--- src/rtl/mem_arbiter.sv ---
// mem_arbiter: shares one memory port between instruction fetch and load/store, one transaction at a time
module mem_arbiter #(
  parameter int ADDR_W = 64,
  parameter int DATA_W = 64,
  parameter int STARVE_MAX = 4
) (
  input  logic                clk,
  input  logic                rst,
  input  logic                if_req_valid,
  input  logic [ADDR_W-1:0]   if_addr,
  output logic                if_req_ready,
  output logic                if_rsp_valid,
  output logic [DATA_W-1:0]   if_rsp_data,
  input  logic                ls_req_valid,
  input  logic [ADDR_W-1:0]   ls_addr,
  input  logic                ls_wen,
  input  logic [DATA_W-1:0]   ls_wdata,
  input  logic [DATA_W/8-1:0] ls_wmask,
  output logic                ls_req_ready,
  output logic                ls_rsp_valid,
  output logic [DATA_W-1:0]   ls_rsp_data,
  output logic                mem_req_valid,
  input  logic                mem_req_ready,
  output logic [ADDR_W-1:0]   mem_addr,
  output logic                mem_wen,
  output logic [DATA_W-1:0]   mem_wdata,
  output logic [DATA_W/8-1:0] mem_wmask,
  input  logic                mem_rsp_valid,
  input  logic [DATA_W-1:0]   mem_rsp_data
);
  localparam int SW = $clog2(STARVE_MAX + 1);
  localparam logic [SW-1:0] SMAX = SW'(STARVE_MAX);
  typedef enum logic [1:0] {IDLE, REQ, WAIT} state_t;
  state_t              state;
  logic                owner_ls;
  logic [SW-1:0]       streak;
  logic [ADDR_W-1:0]   addr_q;
  logic                wen_q;
  logic [DATA_W-1:0]   wdata_q;
  logic [DATA_W/8-1:0] wmask_q;
  logic                idle;
  logic                ls_win;
  logic                if_win;
  // Readies are gated by rst so they read 0 while reset is held, even with requests pending
  always_comb begin
    idle   = rst && state == IDLE;
    ls_win = ls_req_valid && (!if_req_valid || streak != SMAX);
    if_win = if_req_valid && !ls_win;
  end
  assign if_req_ready  = idle && if_win;
  assign ls_req_ready  = idle && ls_win;
  assign mem_req_valid = state == REQ;
  assign mem_addr      = addr_q;
  assign mem_wen       = wen_q;
  assign mem_wdata     = wdata_q;
  assign mem_wmask     = wmask_q;
  assign if_rsp_valid  = state == WAIT && !owner_ls && mem_rsp_valid;
  assign ls_rsp_valid  = state == WAIT && owner_ls && mem_rsp_valid;
  assign if_rsp_data   = mem_rsp_data;
  assign ls_rsp_data   = mem_rsp_data;
  always_ff @(posedge clk or negedge rst) begin
    if (!rst) begin
      state    <= IDLE;
      owner_ls <= 1'b0;
      streak   <= '0;
      addr_q   <= '0;
      wen_q    <= 1'b0;
      wdata_q  <= '0;
      wmask_q  <= '0;
    end else begin
      case (state)
        IDLE: if (ls_win || if_win) begin
          state    <= REQ;
          owner_ls <= ls_win;
          addr_q   <= ls_win ? ls_addr : if_addr;
          wen_q    <= ls_win && ls_wen;
          wdata_q  <= ls_win ? ls_wdata : '0;
          wmask_q  <= ls_win ? ls_wmask : '0;
          streak   <= (ls_win && if_req_valid) ? (streak == SMAX ? SMAX : streak + 1'b1) : '0;
        end
        REQ:  if (mem_req_ready) state <= WAIT;
        WAIT: if (mem_rsp_valid) state <= IDLE;
        default: state <= IDLE;
      endcase
    end
  end
endmodule
--- config.mk ---
export PLATFORM = sky130hd
export DESIGN_NAME = mem_arbiter
export DESIGN_NICKNAME = d
export VERILOG_FILES = /design/src/rtl/mem_arbiter.sv
export SDC_FILE = /design/constraint.sdc
export NUM_CORES = 1
export LEC_CHECK = 0
export ABC_AREA = 1
export CAP_MARGIN = 20
export CORE_AREA = 2 2 212 214
export DETAILED_ROUTE_END_ITERATION = 10
export DIE_AREA = 0 0 214 216
export PLACE_DENSITY = 0.56
export RECOVER_POWER = 100
export SYNTH_ARGS = -nofsm -noshare
export SYNTH_HDL_FRONTEND = slang
export SYNTH_SLANG_ARGS = --single-unit
--- constraint.sdc ---
create_clock -name clk -period 2 [get_ports clk]
set_input_delay 0.4 -clock clk [delete_from_list [all_inputs] [get_ports clk]]
set_output_delay 0.4 -clock clk [all_outputs]
set_load 0.01 [all_outputs]
==> metrics list, run 1 <==
- Final Hold Fails: 0
- Initial core utilization: 0.1750
* Total power density per cell area: 1363 nW/um^2
- Final worst path period need: 1.965 ns
- Worst setup skew after layout: 0.01094 ns
- Across the run, the number of max-cap violations was 0.
- Number of DRC violations after detailed routing: 0
* Element type at the critical path start: flip-flop
* Final non-filler cell total: 1,866
- For this block, the via count after detailed routing is 6,992.
- The run finished with clean final reports.
- DRT Wirelength: 25.51 mm
- Antenna diodes: 0
* Die area: 46,220 sq um
- In this run the worst setup path begins at streak[0].
- Worst r2r src: streak[0]
* Placeable Area: 43,840 sq um
- X dimension of the die: 214 um
- Placement-stage cell area: 11,020 sq um
- The detail route stage leaves a number of antenna-violating nets equal to 0.
- Period utilisation layout: 0.9825
* GRT Resource Usage Total: 0.1121
* Number of core rows: 77
- Inst Count DP: 1,828
* Netlist Area Pre-Place: 7670 sq um
- Routed vias/inst: 3.747
- Detailed router's first-iteration violation count: 362
- Number of pins exceeding their max-slew limit in the final report: 0
* Root Driver: sky130_fd_sc_hd__clkbuf_16
* Fraction of the core area covered by cells at the end of the flow: 0.2669
- Data arrival time of the critical path: 1.57 ns
* Crit Path Class: reg -> out
- Leak pwr: 6.078 nW
* Worst hold margin: 0.03992 ns
* H-tree depth: 4
* R2R Setup Slk: 0.06 ns
* TritonCTS Buffers: 17
- STA classifies the critical path endpoint as an output pin.
- Worst hold path class: in -> async
- Clock tree from TritonCTS: done
* Yosys warnings: 0
* Initial antenna violation count: 1
* Most common cell after layout, fill and taps aside: sky130_fd_sc_hd__nand2_1
* Fraction of layout cells with a size suffix above 1: 0.06122
- Finished layout cell area: 11,700 sq um
- Synth Net Count: 1,308
- Gate count after technology mapping: 1,035
- Summed over all nets, the half-perimeter wirelength after detailed placement is 19.23 mm.
* Nets: 1,534
- Global placer's final weighted congestion: 0.8018
- Iteration count of the initial detailed-routing pass: 4
- Fillers: 4,788
- Largest buffer count on any clock path: 2
- Worst slew slack as a fraction of its limit: 0.5306
- Maximum fanout along the worst path: 4
- Buffers inserted to repair hold after CTS numbered 0.
* Clock transition at path regs: 0.07 ns
* Overflow after GRT: 0
- Input and output buffers added on the ports amount to 348.
- Data required time of the worst path: 1.60 ns
- Of the synthesized area, sequential elements account for 0.4666.
- From bottom edge to top edge, the die measures 216 um.
* Transition at the pin with the smallest max-transition slack: 0.7040 ns
* Number of top-level pins: 541
- The via count of the first global-routing pass was 7,043.
- Layout area overhead: 52.56%
- Synthesis inferred 143 register bits.
* Num Clock Sinks: 143
- In this run, distinct cell masters in the synthesized netlist total 16.
- Global-route wire length before repair: 40.05 mm
* Avg WL per Cell: 13.67 um
* Clock latency of the later-clocked register in the worst-skew pair: 0.44 ns
- Setup repair after global routing could not meet its margin everywhere.
* Peak supply drop: 478.2 uV
* Maximum achievable frequency: 0.5089 GHz
- The average instance in the mapped netlist occupies 7.410 sq um.
- After layout, the design draws a total of 0.01595 W.
- Entering global routing, the biggest net connects 116 pins.
- In the layout the commonest cells are sky130_fd_sc_hd__nand2_1 (421), sky130_fd_sc_hd__clkdlybuf4s50_1 (210), sky130_fd_sc_hd__dfrtp_1 (143), sky130_fd_sc_hd__inv_1 (138), sky130_fd_sc_hd__nand3_1 (134).
- Setup violations remaining at the end of the flow were counted as 0.
[cells by family (layout without fill, tap and decap cells)]
family | after synthesis | in the layout | share of synthesized area
flops | 143 | 143 | 0.4666
simple gates | 565 | 565 | 0.2997
buf+inv | 321 | 560 | 0.2274
fa+ha+maj | 2 | 2 | 0.003262
compound gates | 4 | 4 | 0.003100
[sequential cells by signal, indices dropped and copies added, names as in the netlist]
signal / cells
mem_addr: 64
mem_wdata: 64
mem_wmask: 8
streak: 3
state: 2
mem_wen: 1
owner_ls: 1
[synthesized netlist by cell type]
library cell | instances | area [sq um]
sky130_fd_sc_hd__inv_1 | 140 | 525.5
sky130_fd_sc_hd__inv_2 | 2 | 7.510
sky130_fd_sc_hd__o21ai_0 | 2 | 10.01
sky130_fd_sc_hd__nor2_4 | 1 | 11.26
sky130_fd_sc_hd__buf_1 | 7 | 26.28
sky130_fd_sc_hd__nor3_1 | 1 | 5.000
sky130_fd_sc_hd__nor2_1 | 6 | 22.52
sky130_fd_sc_hd__o31ai_1 | 1 | 7.510
sky130_fd_sc_hd__clkbuf_1 | 13 | 48.80
sky130_fd_sc_hd__dfrtp_1 | 143 | 3578
sky130_fd_sc_hd__buf_2 | 23 | 115.1
sky130_fd_sc_hd__o22ai_1 | 1 | 6.260
sky130_fd_sc_hd__buf_4 | 136 | 1021
sky130_fd_sc_hd__nand3_1 | 135 | 675.7
sky130_fd_sc_hd__ha_1 | 2 | 25.02
sky130_fd_sc_hd__nand2_1 | 422 | 1584
[per-layer routing]
layer / part of all wire / vias up / GRT usage
li1: - / 3415 / -
met1: 0.41 / 3149 / 0.1268
met2: 0.44 / 348 / 0.1729
met3: 0.091 / 80 / 0.04468
met4: 0.060 / 0 / 0.07832
met5: 0 / - / 0
[area by class of cell]
cell class	count	area, sq um	area share
clock buffer	22	454.2	0.03882
sequential	143	3578	0.3058
inverter	142	533.0	0.04555
multi-input combinational	571	2395	0.2047
tap	592	740.7	0.06330
timing repair buffer	386	3792	0.3241
clock inverter	10	207.7	0.01775
[where the power goes]
group | total [W] | switching [W] | internal [W]
clock | 0.00364 | 0.00127 | 0.00237
sequential | 0.00515 | 0.000780 | 0.00437
combinational | 0.00715 | 0.00371 | 0.00345
total | 0.0160 | 0.00576 | 0.0102
[worst max-delay path: stages (launching register included)]
cell and delay (ns):
sky130_fd_sc_hd__dfrtp_1 0.39, sky130_fd_sc_hd__inv_2 0.09, sky130_fd_sc_hd__ha_4 0.15, sky130_fd_sc_hd__nand3_4 0.08, sky130_fd_sc_hd__nand2_4 0.10, sky130_fd_sc_hd__inv_1 0.05, sky130_fd_sc_hd__nor3_2 0.10, sky130_fd_sc_hd__buf_2 0.15
[final timing paths]
kind	end	cells after the start
worst max register to register	mem_wdata[3]	9
worst min register to register	mem_wdata[58]	2
max in group asynchronous	mem_wdata[31]	3
worst max-delay path	if_req_ready	7
min in group clk	mem_wdata[58]	2
worst min-delay path	streak[1]	2
[repair_timing]
action / in CTS / in global routing
pin swaps: 1 / 4
buffers inserted: 1 / 5
resized for setup: 16 / 2
setup endpoints to repair: 5 / 3
[metrics by stage]
| step | TNS (ns) | setup WS, ns |
|---|---|---|
| 6_report | 0 | 0.03493 |
| 5_1_grt | -0.5926 | -0.06000 |
| 4_1_cts | 0 | 0.01246 |
| 3_5_place_dp | -5.894 | -0.3152 |
| 3_3_place_gp | -3.519 | -0.2945 |
| 2_1_floorplan | 0 | 0.1742 |
(Power assumes the default switching activity.)
==> run 2, diff against run 1 <==
--- a/config.mk
+++ b/config.mk
@@ -12,6 +12,7 @@
 export DIE_AREA = 0 0 214 216
 export PLACE_DENSITY = 0.56
 export RECOVER_POWER = 100
+export SLEW_MARGIN = 20
 export SYNTH_ARGS = -nofsm -noshare
 export SYNTH_HDL_FRONTEND = slang
 export SYNTH_SLANG_ARGS = --single-unit
==> constraint.sdc (replaced) <==
create_clock -name clk -period 2 [get_ports clk]
set_input_delay 0.3 -clock clk [delete_from_list [all_inputs] [get_ports clk]]
set_output_delay 0.3 -clock clk [all_outputs]
set_load 0.01 [all_outputs]
==> metrics list, run 2 (same netlist as run 1, synthesis figures left out) <==
* Outcome: completed
- The number of design rule violations left after detail routing is 0 (unchanged).
* I/O Buffers: 348 (unchanged)
- The required time reported for the critical path endpoint came to 1.70 ns (+0.10 ns).
- The routability-driven placement congestion ratio is 0.8290 (+3.4%).
- The height of the die came to 216 um (unchanged).
* Worst hold path class: in -> reg
* Crit Path Class: reg -> out
- DRT Wirelength: 25.44 mm (-0.27%)
- The total clock buffers created by CTS was 17 (unchanged).
- Transition at the pin with the smallest max-transition slack: 1.354 ns (+0.6500 ns)
* Number of top-level pins: 541 (unchanged)
- TritonCTS built the clock tree.
- The via count normalized by instance count was 3.777 (+0.79%).
* Final Hold Fails: 0 (unchanged)
- Root Driver: sky130_fd_sc_hd__clkbuf_16
- The worst setup slack before clock tree synthesis came to -0.1153 ns (+0.1999 ns).
* Number of maximum-capacitance violations: 0 (unchanged)
* Overflow after GRT: 0 (unchanged)
* Initial core utilization: 0.1750 (unchanged)
* Final ANT Viol Nets: 0 (unchanged)
* Setup TNS: 0 ns (unchanged)
- The maximum clock rate came to 0.5256 GHz (+3.3%).
- Initial antenna violation count: 1 (unchanged)
* Overall via count from detail_route: 7,032 (+0.57%)
* Number of pins exceeding their max-slew limit in the final report: 0 (unchanged)
* Vias in the first global route: 7,291 (+3.5%)
* Placeable Area: 43,840 sq um (unchanged)
- Peak supply drop: 495.9 uV (+3.7%)
- The number of setup violations in the final report was 0 (unchanged).
* Period utilisation layout: 0.9513 (-0.03124)
- The H-tree level count is 4 (unchanged).
* Crit path capture type: output pin
- The clock transition at the registers of the reported paths is 0.07 ns (about the same).
- Most common cell after layout, fill and taps aside: sky130_fd_sc_hd__nand2_1
- The relative max-transition margin is 0.09732 (-0.4333).
- The power density over the cells is 1344 nW/um^2 (-1.4%).
- Number of core rows: 77 (unchanged)
* Antenna diodes: 0 (unchanged)
- The initial detailed-routing violation count came to 338 (-6.6%).
- Largest buffer count on any clock path: 2 (unchanged)
- The largest net degree at the start of global routing came to 144 (+24%).
- The top cell types in the final layout, fill and taps aside, are sky130_fd_sc_hd__nand2_1 (421), sky130_fd_sc_hd__clkdlybuf4s50_1 (205), sky130_fd_sc_hd__dfrtp_1 (143), sky130_fd_sc_hd__inv_1 (140), sky130_fd_sc_hd__dlygate4sd3_1 (138).
- The number of detailed-routing iterations run before antenna repair came to 4 (unchanged).
- Num Clock Sinks: 143 (unchanged)
- Setup repair after global routing missed its margin: no
- STA classifies the critical path startpoint as a flip-flop.
- Final Worst Setup Slack: 0.09741 ns (+0.06248 ns)
- X dimension of the die: 214 um (unchanged)
* Worst setup skew after layout: 0.009950 ns (-0.0009912 ns)
* Avg WL per Cell: 13.66 um (about the same)
- Data arrival time of the critical path: 1.60 ns (+0.03 ns)
* Maximum fanout along the worst path: 3 (-1)
- Placed wire-length estimate: 19.17 mm (-0.30%)
* Leak pwr: 6.018 nW (-0.98%)
- The clock period minus worst slack came to 1.903 ns (-0.06248 ns).
- The all-layer global routing usage is 0.1117 (-0.0004072).
* Die area: 46,220 sq um (unchanged)
- Clock latency of the later-clocked register in the worst-skew pair: 0.44 ns (about the same)
- Fraction of layout cells with a size suffix above 1: 0.05433 (-0.006894)
- Layout area overhead: 51.21%
- The tightest hold margin came to 0.2321 ns (+0.1922 ns).
* Fillers: 4,839 (+1.1%)
- The global-route wire length before repair was 39.85 mm (-0.52%).
* Nets: 1,531 (-0.20%)
## run 2: metal layers
layer / vias to the layer above / GRT usage / wire length [um]
met5: - / 0 / 7
met4: 2 / 0.08531 / 1604
met3: 87 / 0.04623 / 2482
met2: 352 / 0.1710 / 11080
met1: 3183 / 0.1237 / 10260
li1: 3408 / - / -
## run 2: cell type report
| cell class | instances | area, sq um | share of cell area |
|---|---|---|---|
| multi-input cells | 571 | 2392 | 0.2063 |
| well taps | 592 | 740.7 | 0.06387 |
| repair buffers | 383 | 3744 | 0.3228 |
| clock inverters | 11 | 162.7 | 0.01403 |
| flip-flops and latches | 143 | 3578 | 0.3086 |
| clock buffers | 20 | 446.7 | 0.03852 |
| inverters | 142 | 533.0 | 0.04596 |
## run 2: where the power goes
group | total (W) | switching [W] | internal [W]
clock | 0.00341 | 0.00130 | 0.00211
sequential | 0.00515 | 0.000777 | 0.00437
combinational | 0.00703 | 0.00367 | 0.00336
## run 2: worst max-delay path, stage by stage, from the launching register on
cell and delay (ns):
sky130_fd_sc_hd__dfrtp_1 0.40, sky130_fd_sc_hd__inv_1 0.08, sky130_fd_sc_hd__nand2_1 0.06, sky130_fd_sc_hd__inv_1 0.07, sky130_fd_sc_hd__clkdlybuf4s50_1 0.55
## run 2: path summary, 6_finish.rpt
| kind | cells after the start | endpoint | start | slack, ns |
|---|---|---|---|---|
| worst max-delay path | 4 | mem_req_valid | state[1] | 0.1 |
| worst min-delay path | 3 | streak[0] | ls_req_valid | 0.23 |
| worst max register to register | 9 | mem_wdata[16] | streak[0] | 0.15 |
| worst min register to register | 2 | mem_wdata[10] | mem_wdata[10] | 0.47 |
| max in group asynchronous | 3 | mem_wdata[58] | rst | 0.29 |
| min in group asynchronous | 3 | mem_addr[38] | rst | 0.80 |
## run 2: timing repair
item / 4_1_cts / 5_1_grt
hold endpoints to repair: 10 / 0
gates resized for setup: 10 / 5
hold buffers: 1 / 0
buffers inserted: 2 / 1
cloned: 0 / 0
endpoints found under the setup margin: 2 / 4
pin swaps: 1 / 0
## run 2: metrics by stage
step,cells,util,instance area [sq um],power (W)
5_1_grt,1862,0.2646,11600,0.01677
3_5_place_dp,1827,0.2522,11050,0.01308
6_report,1862,0.2646,11600,0.01559
4_1_cts,1861,0.2668,11700,0.01671
2_1_floorplan,1035,-,7670,0.008579
3_3_place_gp,1827,0.2522,11050,0.01300
